$ cat config.mk
export PLATFORM = sky130hd
export DESIGN_NAME = byte_serializer
export DESIGN_NICKNAME = d
export VERILOG_FILES = /design/src/rtl/byte_serializer.sv
export SDC_FILE = /design/constraint.sdc
export NUM_CORES = 1
export LEC_CHECK = 0
export BUFFER_PORTS_ARGS = -buffer_cell sky130_fd_sc_hd__buf_2
export CAP_MARGIN = 20
export CORE_MARGIN = 2
export CORE_UTILIZATION = 39
export CTS_CLUSTER_DIAMETER = 30
export DETAILED_ROUTE_END_ITERATION = 6
export GPL_TIMING_DRIVEN = 0
export PLACE_DENSITY = 0.71
export SKIP_CTS_REPAIR_TIMING = 1
export SYNTH_ARGS = -nofsm -noshare
export SYNTH_HDL_FRONTEND = slang
export SYNTH_SLANG_ARGS = --single-unit
$ cat constraint.sdc
create_clock -name clock -period 2.4 [get_ports clock]
set_input_delay 0.24 -clock clock [delete_from_list [all_inputs] [get_ports clock]]
set_output_delay 0.24 -clock clock [all_outputs]
set_load 0.01 [all_outputs]
$ cat src/rtl/byte_serializer.sv
// Parallel-in, serial-out byte unloader: takes one DEPTH-lane word on a valid/ready
// handshake and emits lanes DEPTH-1 down to 0, one per beat. Macro BYTE_SERIALIZER_SKID_EN enables zero-gap streaming.
module byte_serializer #(
  parameter int WIDTH = 8,
  parameter int DEPTH = 4
) (
  input  logic                   clock,
  input  logic                   reset,
  input  logic                   in_valid,
  output logic                   in_ready,
  input  logic [DEPTH*WIDTH-1:0] Din_par,
  output logic                   out_valid,
  input  logic                   out_ready,
  output logic [WIDTH-1:0]       Dout,
  output logic                   out_last,
  output logic                   busy
);

  // Handshakes: a transfer happens on a rising edge where valid && ready are both 1;
  // valid never waits on ready, and a producer holds its data until the transfer.

  localparam int IDX_W = (DEPTH > 1) ? $clog2(DEPTH) : 1;
  localparam logic [IDX_W-1:0] IDX_MAX = IDX_W'(DEPTH - 1);

  typedef enum logic {
    IDLE  = 1'b0,
    SHIFT = 1'b1
  } state_t;

  state_t                 state;
  state_t                 state_nxt;
  logic [IDX_W-1:0]       idx;
  logic [IDX_W-1:0]       idx_dec;
  logic [DEPTH*WIDTH-1:0] hold;
  logic [WIDTH-1:0]       lane [DEPTH];
  logic                   accept;
  logic                   fire;
  logic                   final_beat;

  for (genvar k = 0; k < DEPTH; k++) begin : g_lane
    assign lane[k] = hold[k*WIDTH +: WIDTH];
  end

  assign accept     = in_valid && in_ready;
  assign fire       = out_valid && out_ready;
  assign final_beat = fire && (idx == '0);
  assign idx_dec    = idx - 1'b1;

  always_ff @(posedge clock) begin
    if (reset) begin
      state <= IDLE;
    end else begin
      state <= state_nxt;
    end
  end

  always_comb begin
    state_nxt = state;
    case (state)
      IDLE:    if (accept) state_nxt = SHIFT;
      // A skid-mode load on the final beat keeps the block in SHIFT.
      SHIFT:   if (final_beat && !accept) state_nxt = IDLE;
      default: state_nxt = IDLE;
    endcase
  end

  always_comb begin
    out_valid = 1'b0;
    busy      = 1'b0;
    in_ready  = 1'b0;
    case (state)
      IDLE: begin
        in_ready = 1'b1;
      end
      SHIFT: begin
        out_valid = 1'b1;
        busy      = 1'b1;
`ifdef BYTE_SERIALIZER_SKID_EN
        in_ready  = (idx == '0) && out_ready;
`else
        in_ready  = 1'b0;
`endif
      end
      default: begin
        in_ready = 1'b0;
      end
    endcase
  end

  // Dout and out_last are registered so nothing on the input side reaches them combinationally.
  always_ff @(posedge clock) begin
    if (reset) begin
      hold     <= '0;
      idx      <= '0;
      Dout     <= '0;
      out_last <= 1'b0;
    end else if (accept) begin
      hold     <= Din_par;
      idx      <= IDX_MAX;
      Dout     <= Din_par[(DEPTH-1)*WIDTH +: WIDTH];
      out_last <= 1'b0;
    end else if (fire) begin
      if (idx != '0) begin
        idx      <= idx_dec;
        Dout     <= lane[idx_dec];
        out_last <= (idx_dec == '0);
      end else begin
        out_last <= 1'b0;
      end
    end
  end

  a_idx_range: assert property (@(posedge clock) disable iff (reset) idx <= IDX_MAX);
  a_stall_hold: assert property (@(posedge clock) disable iff (reset)
    (out_valid && !out_ready) |=> (out_valid && $stable(Dout) && $stable(out_last) && $stable(idx)));
  a_last_lane0: assert property (@(posedge clock) disable iff (reset)
    out_valid |-> (out_last == (idx == '0)));

endmodule

==> results of run 1 <==
==> cell families (layout without fill, tap and decap cells) <==
logic type,Yosys count,after routing,synth area share (%)
AOI/OAI and AO/OA,55,55,16.3
adders and majority gates,2,2,1.25
buffers and inverters,26,80,7.74
DFF,44,44,44.0
muxes,17,17,9.49
and+or+nand+nor,95,95,21.2
==> per-stage QoR <==
| step | cell area, µm² | power [mW] | util, % |
|---|---|---|---|
| global placement | 2320 | 1.18 | 46.0 |
| global route | 2430 | 1.81 | 48.2 |
| finish | 2430 | 1.73 | 48.2 |
| detailed placement | 2320 | 1.19 | 46.0 |
| CTS | 2430 | 1.74 | 48.2 |
| floorplan | 2000 | 1.07 | - |
==> area by class of cell <==
cell class / count / area (µm²)
fill: 512 / 2610
inverter: 3 / 11.3
multi-input combinational: 169 / 967
clock inverter: 2 / 35.0
timing repair buffer: 46 / 230
buffer: 23 / 144
clock buffer: 6 / 72.6
sequential: 44 / 881
tap: 70 / 87.6
==> how the worst min path moves through the flow <==
| stage | start | end | cells past startpoint | slack, ns |
|---|---|---|---|---|
| finish | Din_par[21] | hold[21] | 3 | 0.17 |
| global route | Din_par[18] | hold[18] | 3 | 0.17 |
| CTS | Din_par[10] | hold[10] | 3 | 0.17 |
| detailed placement | hold[17] | hold[17] | 2 | 0.44 |
| global placement | hold[26] | hold[26] | 2 | 0.44 |
| floorplan | out_ready | state | 1 | 0.35 |
==> cell usage in the layout, fill, tap and decap left out, drive strengths merged, types with 2 or more instances in the layout <==
cell	n
o21ai	3
nand3	9
nor3	9
ha	2
mux2	16
dfxtp	44
nor2	2
nand2	65
a21oi	33
clkinv	2
buf	65
and3b	8
a311oi	10
clkbuf	10
a31oi	7
inv	2
==> power groups by stage <==
stage / Combinational (mW) / Clock, mW / Sequential [mW]
3_5_place_dp: 0.359 / 0 / 0.827
6_report: 0.362 / 0.562 / 0.810
2_1_floorplan: 0.244 / 0 / 0.828
3_3_place_gp: 0.356 / 0 / 0.825
5_1_grt: 0.398 / 0.596 / 0.817
4_1_cts: 0.362 / 0.569 / 0.810
==> worst register-to-register path: stages (launching register included) <==
cell and delay, ns:
dfxtp_1 0.34, buf_2 0.21, clkinv_1 0.27, ha_1 0.39, buf_6 0.14, buf_8 0.16, mux2_2 0.35, nand3_1 0.09
a311oi_1 0.09
==> flip-flops by register name (all words and copies together), names as in the netlist <==
signal    cells
hold         32
Dout          8
idx           2
out_last      1
state         1
==> layer usage <==
| layer | vias to the layer above | wire [µm] | track usage [%] |
|---|---|---|---|
| met4 | 0 | 70 | 7.21 |
| met3 | 6 | 273 | 4.63 |
| met1 | 835 | 2390 | 24.1 |
| met5 | - | 0 | 0 |
| li1 | 933 | - | - |
| met2 | 47 | 2250 | 30.5 |
==> report_table.html, run 1 <==
<table>
<tr><th>Metric</th><th>Value</th></tr>
<tr><th colspan="2">Run status</th></tr>
<tr><td>Status</td><td>complete, no violations</td></tr>
<tr><th colspan="2">Finish</th></tr>
<tr><td>Antenna cells</td><td>0</td></tr>
<tr><td>Post-route non-filler standard cell count</td><td>363</td></tr>
<tr><td>Area overhead of the layout relative to synthesis</td><td>21.2%</td></tr>
<tr><td>Post-layout net count</td><td>330</td></tr>
<tr><td>Layout cells sized above 1</td><td>29.0%</td></tr>
<tr><th colspan="2">Clock network</th></tr>
<tr><td>Buffer type at the clock tree root</td><td>clkbuf_8</td></tr>
<tr><td>Total CTS buffers</td><td>5</td></tr>
<tr><td>H-tree depth reported by CTS</td><td>2</td></tr>
<tr><td>Clock tree from TritonCTS</td><td>done</td></tr>
<tr><td>Sinks on Clock Net</td><td>44</td></tr>
<tr><td>Skew-Pair Late Insertion Delay</td><td>0.30 ns</td></tr>
<tr><td>CTS max path bufs</td><td>2</td></tr>
<tr><td>Clock transition time at the flip-flop clock pins of the worst setup and hold paths</td><td>0.08 ns</td></tr>
<tr><th colspan="2">Pwr</th></tr>
<tr><td>Proportion of power drawn by combinational gates</td><td>20.9%</td></tr>
<tr><td>Fraction of power consumed by sequential logic</td><td>46.7%</td></tr>
<tr><td>PD cells</td><td>714 nW/µm²</td></tr>
<tr><td>Switching Power</td><td>0.475 mW</td></tr>
<tr><td>Highest ir drop seen on vdd</td><td>371 µV</td></tr>
<tr><td>Net switching fraction of the power</td><td>27.4%</td></tr>
<tr><td>Static Leak</td><td>1.04 nW</td></tr>
<tr><td>Portion of total power attributed to the clock network</td><td>32.4%</td></tr>
<tr><td>Total internal power</td><td>1.26 mW</td></tr>
<tr><th colspan="2">Worst setup path</th></tr>
<tr><td>Stages on worst setup path</td><td>8</td></tr>
<tr><td>Data arrival time of the critical path</td><td>2.34 ns</td></tr>
<tr><td>Worst path bufs/invs</td><td>4</td></tr>
<tr><td>Data required time at the worst endpoint</td><td>2.55 ns</td></tr>
<tr><td>Type of the setup path with the least slack</td><td>reg -&gt; reg</td></tr>
<tr><td>Crit-path slowest cell</td><td>ha_1</td></tr>
<tr><td>Slack of the worst reg-to-reg path</td><td>0.21 ns</td></tr>
<tr><td>Launching element of the worst setup path</td><td>idx[0]</td></tr>
<tr><td>Maximum fanout along the worst path</td><td>10</td></tr>
<tr><td>Reg2Reg Depth</td><td>8</td></tr>
<tr><td>Crit-path cells</td><td>buf_2, clkinv_1, ha_1, buf_6, buf_8, mux2_2, nand3_1, a311oi_1</td></tr>
<tr><td>Element type at the critical path start</td><td>register</td></tr>
<tr><td>Cell type group with the largest total delay on the critical path</td><td>buffers and inverters</td></tr>
<tr><td>Reg-to-reg startpoint</td><td>idx[0]</td></tr>
<tr><td>Category of the worst setup path capture point</td><td>register</td></tr>
<tr><td>Last element of the critical path</td><td>Dout[2]</td></tr>
<tr><td>Worst flop-to-flop path endpoint</td><td>Dout[2]</td></tr>
<tr><td>Max incr delay on CP</td><td>0.39 ns</td></tr>
<tr><th colspan="2">Route</th></tr>
<tr><td>Number of vias per cell</td><td>5.02</td></tr>
<tr><td>Mean routed wirelength per cell</td><td>13.7 µm</td></tr>
<tr><td>Total Wirelength</td><td>4.98 mm</td></tr>
<tr><td>DRC marker count from the first detailed-route iteration</td><td>99</td></tr>
<tr><td>Number of design rule violations left after detail routing</td><td>0</td></tr>
<tr><td>Number of optimization iterations in the first detailed-route pass</td><td>5</td></tr>
<tr><td>DR vias</td><td>1,821</td></tr>
<tr><td>Antenna Nets Post-Route</td><td>0</td></tr>
<tr><th colspan="2">STA</th></tr>
<tr><td>Shortest clock period the worst path allows after layout</td><td>2.19 ns</td></tr>
<tr><td>Highest clock rate</td><td>456 MHz</td></tr>
<tr><td>Final Hold Vio Count</td><td>0</td></tr>
<tr><td>Setup repair after global routing missed its margin</td><td>false</td></tr>
<tr><td>Clock Skew</td><td>0.00360 ns</td></tr>
<tr><td># setup viols final</td><td>0</td></tr>
<tr><td>Total negative setup slack</td><td>0 ns</td></tr>
<tr><td>Final count of pins violating max slew</td><td>0</td></tr>
<tr><td>Slew @ Worst Pin</td><td>0.624 ns</td></tr>
<tr><td>Remaining max-slew budget at the tightest pin</td><td>58.1%</td></tr>
<tr><td>Worst hold slack after final layout</td><td>0.171 ns</td></tr>
<tr><td>Post-route setup slack</td><td>0.205 ns</td></tr>
<tr><td>Portion of the clock cycle consumed by the worst path in the final layout</td><td>91.4%</td></tr>
<tr><th colspan="2">Floorplan</th></tr>
<tr><td>Chip height</td><td>75.7 µm</td></tr>
<tr><td>Top-level port count</td><td>48</td></tr>
<tr><td>Standard-cell rows</td><td>26</td></tr>
<tr><td>Core outline area</td><td>5040 µm²</td></tr>
<tr><td>Die area</td><td>5730 µm²</td></tr>
<tr><td>Floorplan die width</td><td>75.7 µm</td></tr>
<tr><td>Initial standard-cell utilization of the core</td><td>39.7%</td></tr>
<tr><th colspan="2">GRT</th></tr>
<tr><td>Antenna violations before repair</td><td>0</td></tr>
<tr><td>Vias in the first global route</td><td>1,691</td></tr>
<tr><td>Aggregate global routing overflow</td><td>0</td></tr>
<tr><td>Global-route wire length before repair</td><td>7.99 mm</td></tr>
<tr><td>Gr usage total</td><td>18.8%</td></tr>
<tr><td>Maximum number of pins on one net before global-route repair</td><td>14</td></tr>
<tr><th colspan="2">Yosys</th></tr>
<tr><td>Synth top area cells</td><td>dfxtp_1 44%, nand2_1 12%, a21oi_1 8.2%, mux2_2 7.9%, a311oi_1 4.4%</td></tr>
<tr><td>Synthesis warning total</td><td>0</td></tr>
<tr><td>Yosys top cell area share</td><td>44.0%</td></tr>
<tr><td>Flip-flop and latch count after synthesis</td><td>44</td></tr>
<tr><td>Count leader, synth</td><td>nand2_1</td></tr>
<tr><td>Post-Syn Instances</td><td>239</td></tr>
<tr><td>Asr flop ratio synth</td><td>0%</td></tr>
<tr><td>Nets in the synthesized netlist</td><td>277</td></tr>
<tr><td>Most used DFF post-synth</td><td>dfxtp_1</td></tr>
<tr><td>Sequential-to-total area share from yosys stat</td><td>44.0%</td></tr>
<tr><td>Most common library cells after synthesis</td><td>65 x nand2_1, 44 x dfxtp_1, 33 x a21oi_1, 14 x mux2_2</td></tr>
<tr><td>Synth area leader</td><td>dfxtp_1</td></tr>
<tr><td>Distinct cell type count after synthesis</td><td>27</td></tr>
<tr><td>Syn_area_per_cell</td><td>8.38 µm²</td></tr>
<tr><td>Synth Cell Area</td><td>2000 µm²</td></tr>
<tr><td>Number of enable-type register cells in the synthesized netlist</td><td>0</td></tr>
<tr><th colspan="2">Placed design</th></tr>
<tr><td>Number of cells in the design after placement</td><td>355</td></tr>
<tr><td>GP Congestion</td><td>0.844</td></tr>
<tr><td>Final HPWL from detailed placement</td><td>3.61 mm</td></tr>
<tr><td>Post-Place Setup Slack</td><td>0.231 ns</td></tr>
<tr><td>Port bufs</td><td>46</td></tr>
<tr><th colspan="2">Flow run</th></tr>
<tr><td>Reported max-cap violation count</td><td>0</td></tr>
<tr><th colspan="2">Min path</th></tr>
<tr><td>Path category of the worst min-delay check</td><td>in -&gt; reg</td></tr>
</table>
Note: power is estimated with default switching activity, not from simulation.
==> run 2, diff against run 1 <==
--- a/config.mk
+++ b/config.mk
@@ -8,11 +8,11 @@
 export BUFFER_PORTS_ARGS = -buffer_cell sky130_fd_sc_hd__buf_2
 export CAP_MARGIN = 20
 export CORE_MARGIN = 2
-export CORE_UTILIZATION = 39
+export CORE_UTILIZATION = 53
 export CTS_CLUSTER_DIAMETER = 30
 export DETAILED_ROUTE_END_ITERATION = 6
 export GPL_TIMING_DRIVEN = 0
-export PLACE_DENSITY = 0.71
+export PLACE_DENSITY = 0.89
 export SKIP_CTS_REPAIR_TIMING = 1
 export SYNTH_ARGS = -nofsm -noshare
 export SYNTH_HDL_FRONTEND = slang
==> run 2 against run 1 <==
Clock power shrank 15%. Critical path depth shrank 1. Wire length shrank 5.8%. Cell area shrank 1.8%. Setup slack lost 0.077 ns. Fmax shrank 3.4%. Flip-flop and latch count is the same. Via count grew 0.33%. Critical endpoint is now Dout[3]. Largest power group unchanged. Highest routed layer unchanged.
==> report_table.html, run 2 (same netlist as run 1, synthesis figures left out) <==
<table>
<tr><th>Metric</th><th>Value</th></tr>
<tr><th colspan="2">Run status</th></tr>
<tr><td>Status</td><td>complete, no violations (unchanged)</td></tr>
<tr><th colspan="2">Pwr</th></tr>
<tr><td>Highest ir drop seen on vdd</td><td>521 µV (was 371 µV)</td></tr>
<tr><td>Static Leak</td><td>1.03 nW (was 1.04 nW)</td></tr>
<tr><td>PD cells</td><td>691 nW/µm² (was 714 nW/µm²)</td></tr>
<tr><th colspan="2">STA</th></tr>
<tr><td>Shortest clock period the worst path allows after layout</td><td>2.27 ns (was 2.19 ns)</td></tr>
<tr><td>Slew @ Worst Pin</td><td>0.559 ns (was 0.624 ns)</td></tr>
<tr><td>Worst hold slack after final layout</td><td>0.170 ns (was 0.171 ns)</td></tr>
<tr><td>Remaining max-slew budget at the tightest pin</td><td>62.5% (was 58.1%)</td></tr>
<tr><td># setup viols final</td><td>0 (unchanged)</td></tr>
<tr><td>Clock Skew</td><td>0.00660 ns (was 0.00360 ns)</td></tr>
<tr><td>Final Hold Vio Count</td><td>0 (unchanged)</td></tr>
<tr><td>Total negative setup slack</td><td>0 ns (unchanged)</td></tr>
<tr><td>Highest clock rate</td><td>440 MHz (was 456 MHz)</td></tr>
<tr><td>Portion of the clock cycle consumed by the worst path in the final layout</td><td>94.7% (was 91.4%)</td></tr>
<tr><td>Setup repair after global routing missed its margin</td><td>false (unchanged)</td></tr>
<tr><td>Final count of pins violating max slew</td><td>0 (unchanged)</td></tr>
<tr><th colspan="2">Clock network</th></tr>
<tr><td>CTS max path bufs</td><td>2 (unchanged)</td></tr>
<tr><td>Skew-Pair Late Insertion Delay</td><td>0.30 ns (about the same)</td></tr>
<tr><td>Clock transition time at the flip-flop clock pins of the worst setup and hold paths</td><td>0.08 ns (about the same)</td></tr>
<tr><td>Total CTS buffers</td><td>5 (unchanged)</td></tr>
<tr><td>Clock tree from TritonCTS</td><td>done (unchanged)</td></tr>
<tr><td>H-tree depth reported by CTS</td><td>2 (unchanged)</td></tr>
<tr><td>Buffer type at the clock tree root</td><td>clkbuf_8 (unchanged)</td></tr>
<tr><td>Sinks on Clock Net</td><td>44 (unchanged)</td></tr>
<tr><th colspan="2">Worst setup path</th></tr>
<tr><td>Crit-path slowest cell</td><td>ha_1 (unchanged)</td></tr>
<tr><td>Max incr delay on CP</td><td>0.40 ns (was 0.39 ns)</td></tr>
<tr><td>Data required time at the worst endpoint</td><td>2.54 ns (was 2.55 ns)</td></tr>
<tr><td>Category of the worst setup path capture point</td><td>register (unchanged)</td></tr>
<tr><td>Cell type group with the largest total delay on the critical path</td><td>buffers and inverters (unchanged)</td></tr>
<tr><td>Data arrival time of the critical path</td><td>2.41 ns (was 2.34 ns)</td></tr>
<tr><td>Reg-to-reg startpoint</td><td>idx[0] (unchanged)</td></tr>
<tr><td>Maximum fanout along the worst path</td><td>10 (unchanged)</td></tr>
<tr><td>Slack of the worst reg-to-reg path</td><td>0.13 ns (was 0.21 ns)</td></tr>
<tr><td>Reg2Reg Depth</td><td>7 (was 8)</td></tr>
<tr><td>Crit-path cells</td><td>buf_2, clkinv_1, ha_1, buf_6, mux2_2, a31oi_1, a311oi_1 (was buf_2, clkinv_1, ha_1, buf_6, buf_8, mux2_2, nand3_1, a311oi_1)</td></tr>
<tr><td>Type of the setup path with the least slack</td><td>reg -&gt; reg (unchanged)</td></tr>
<tr><td>Worst path bufs/invs</td><td>3 (was 4)</td></tr>
<tr><td>Worst flop-to-flop path endpoint</td><td>Dout[3] (was Dout[2])</td></tr>
<tr><td>Element type at the critical path start</td><td>register (unchanged)</td></tr>
<tr><th colspan="2">Min path</th></tr>
<tr><td>Worst Hold Path Cells</td><td>3 (unchanged)</td></tr>
<tr><td>Min-Delay Endpoint</td><td>hold[18] (was hold[21])</td></tr>
<tr><td>Hold wc startpoint</td><td>Din_par[18] (was Din_par[21])</td></tr>
<tr><td>Path category of the worst min-delay check</td><td>in -&gt; reg (unchanged)</td></tr>
<tr><th colspan="2">GRT</th></tr>
<tr><td>Global-route wire length before repair</td><td>7.73 mm (was 7.99 mm)</td></tr>
<tr><td>Gr usage total</td><td>24.2% (was 18.8%)</td></tr>
<tr><td>Vias in the first global route</td><td>1,632 (was 1,691)</td></tr>
<tr><td>Maximum number of pins on one net before global-route repair</td><td>14 (unchanged)</td></tr>
<tr><td>Aggregate global routing overflow</td><td>0 (unchanged)</td></tr>
<tr><td>Antenna violations before repair</td><td>0 (unchanged)</td></tr>
<tr><th colspan="2">Finish</th></tr>
<tr><td>Filler cell count</td><td>324 (was 512)</td></tr>
<tr><td>Post-layout net count</td><td>330 (unchanged)</td></tr>
<tr><td>Finished Core Util</td><td>65.2% (was 48.2%)</td></tr>
<tr><td>Multi-input gate area in the final layout</td><td>967 µm² (unchanged)</td></tr>
<tr><td>Largest registers ranked by flip-flop count</td><td>hold (32), Dout (8), idx (2) (unchanged)</td></tr>
<tr><td>Most frequent cells in the layout</td><td>65 x nand2_1, 56 x buf_2, 44 x dfxtp_1 (unchanged)</td></tr>
<tr><td>Register area</td><td>881 µm² (unchanged)</td></tr>
<tr><td>Number of flip-flops under the largest register name</td><td>32 (unchanged)</td></tr>
<tr><td>Most flop-heavy register</td><td>hold (unchanged)</td></tr>
<tr><td>Antenna cells</td><td>0 (unchanged)</td></tr>
<tr><td>Area overhead of the layout relative to synthesis</td><td>19.1% (was 21.2%)</td></tr>
<tr><td>Layout cells sized above 1</td><td>29.4% (was 29.0%)</td></tr>
<tr><td>Most common cell after layout, fill and taps aside</td><td>nand2_1 (unchanged)</td></tr>
<tr><th colspan="2">Floorplan</th></tr>
<tr><td>Floorplan die width</td><td>65.5 µm (was 75.7 µm)</td></tr>
<tr><td>Die area</td><td>4290 µm² (was 5730 µm²)</td></tr>
<tr><td>Core outline area</td><td>3660 µm² (was 5040 µm²)</td></tr>
<tr><td>Chip height</td><td>65.5 µm (was 75.7 µm)</td></tr>
<tr><td>Initial standard-cell utilization of the core</td><td>54.7% (was 39.7%)</td></tr>
<tr><td>Standard-cell rows</td><td>22 (was 26)</td></tr>
<tr><td>Top-level port count</td><td>48 (unchanged)</td></tr>
<tr><th colspan="2">Route</th></tr>
<tr><td>Number of design rule violations left after detail routing</td><td>0 (unchanged)</td></tr>
<tr><td>Total Wirelength</td><td>4.69 mm (was 4.98 mm)</td></tr>
<tr><td>Number of vias per cell</td><td>5.36 (was 5.02)</td></tr>
<tr><td>Number of optimization iterations in the first detailed-route pass</td><td>4 (was 5)</td></tr>
<tr><td>DR vias</td><td>1,827 (was 1,821)</td></tr>
<tr><td>DRC marker count from the first detailed-route iteration</td><td>178 (was 99)</td></tr>
<tr><td>Antenna Nets Post-Route</td><td>0 (unchanged)</td></tr>
<tr><td>Mean routed wirelength per cell</td><td>13.8 µm (was 13.7 µm)</td></tr>
<tr><th colspan="2">Placed design</th></tr>
<tr><td>Port bufs</td><td>46 (unchanged)</td></tr>
<tr><td>Final HPWL from detailed placement</td><td>3.42 mm (was 3.61 mm)</td></tr>
<tr><td>GP Congestion</td><td>0.935 (was 0.844)</td></tr>
<tr><th colspan="2">Flow run</th></tr>
<tr><td>Reported max-cap violation count</td><td>0 (unchanged)</td></tr>
</table>
-- run 2: worst max-delay path by stage --
stage | from | end | slack [ns] | depth (start not counted)
2_1_floorplan | idx[0] | Dout[0] | 0.52 | 8
3_3_place_gp | idx[0] | Dout[2] | 0.29 | 8
3_5_place_dp | idx[0] | Dout[3] | 0.21 | 8
4_1_cts | idx[0] | Dout[3] | 0.15 | 7
5_1_grt | idx[0] | Dout[6] | 0.05 | 8
6_report | idx[0] | Dout[3] | 0.13 | 7
-- run 2: layer usage --
metal / vias to the layer above / share of wire (%) / track usage [%]
met5: - / 0 / 0
met4: 0 / 0.87 / 7.03
met3: 6 / 7.4 / 6.34
met2: 65 / 47 / 39.0
met1: 825 / 44 / 31.8
li1: 931 / - / -
-- run 2: where the power goes --
| part | leakage [nW] | switching, mW | total, mW | internal (mW) |
|---|---|---|---|---|
| clock | 0.0510 | 0.249 | 0.478 | 0.230 |
| sequential | 0.362 | 0.0283 | 0.811 | 0.782 |
| combinational | 0.618 | 0.192 | 0.360 | 0.168 |
| total | 1.03 | 0.469 | 1.65 | 1.18 |
-- run 2: layout make-up --
cell class / count / share of cell area (%)
Multi-Input combinational cell: 169 / 40.5
Buffer: 23 / 6.03
Timing Repair Buffer: 46 / 9.65
Sequential cell: 44 / 36.9
Clock buffer: 6 / 3.46
Clock inverter: 2 / 0.420
Tap cell: 48 / 2.52
Inverter: 3 / 0.472
-- run 2: worst register-to-register path: stages, from the launching register on --
cell,delay [ns]
dfxtp_1,0.36
buf_2,0.22
clkinv_1,0.27
ha_1,0.40
buf_6,0.15
mux2_2,0.37
a31oi_1,0.21
a311oi_1,0.14
-- run 2: stage by stage --
stage               setup WS [ns]  std cells  power, mW  area (µm²)
finish                      0.128        341       1.65        2390
global route               0.0525        341       1.74        2390
CTS                         0.152        341       1.66        2390
detailed placement          0.211        333       1.18        2290
global placement            0.294        333       1.17        2290
floorplan                   0.518        239       1.07        2000
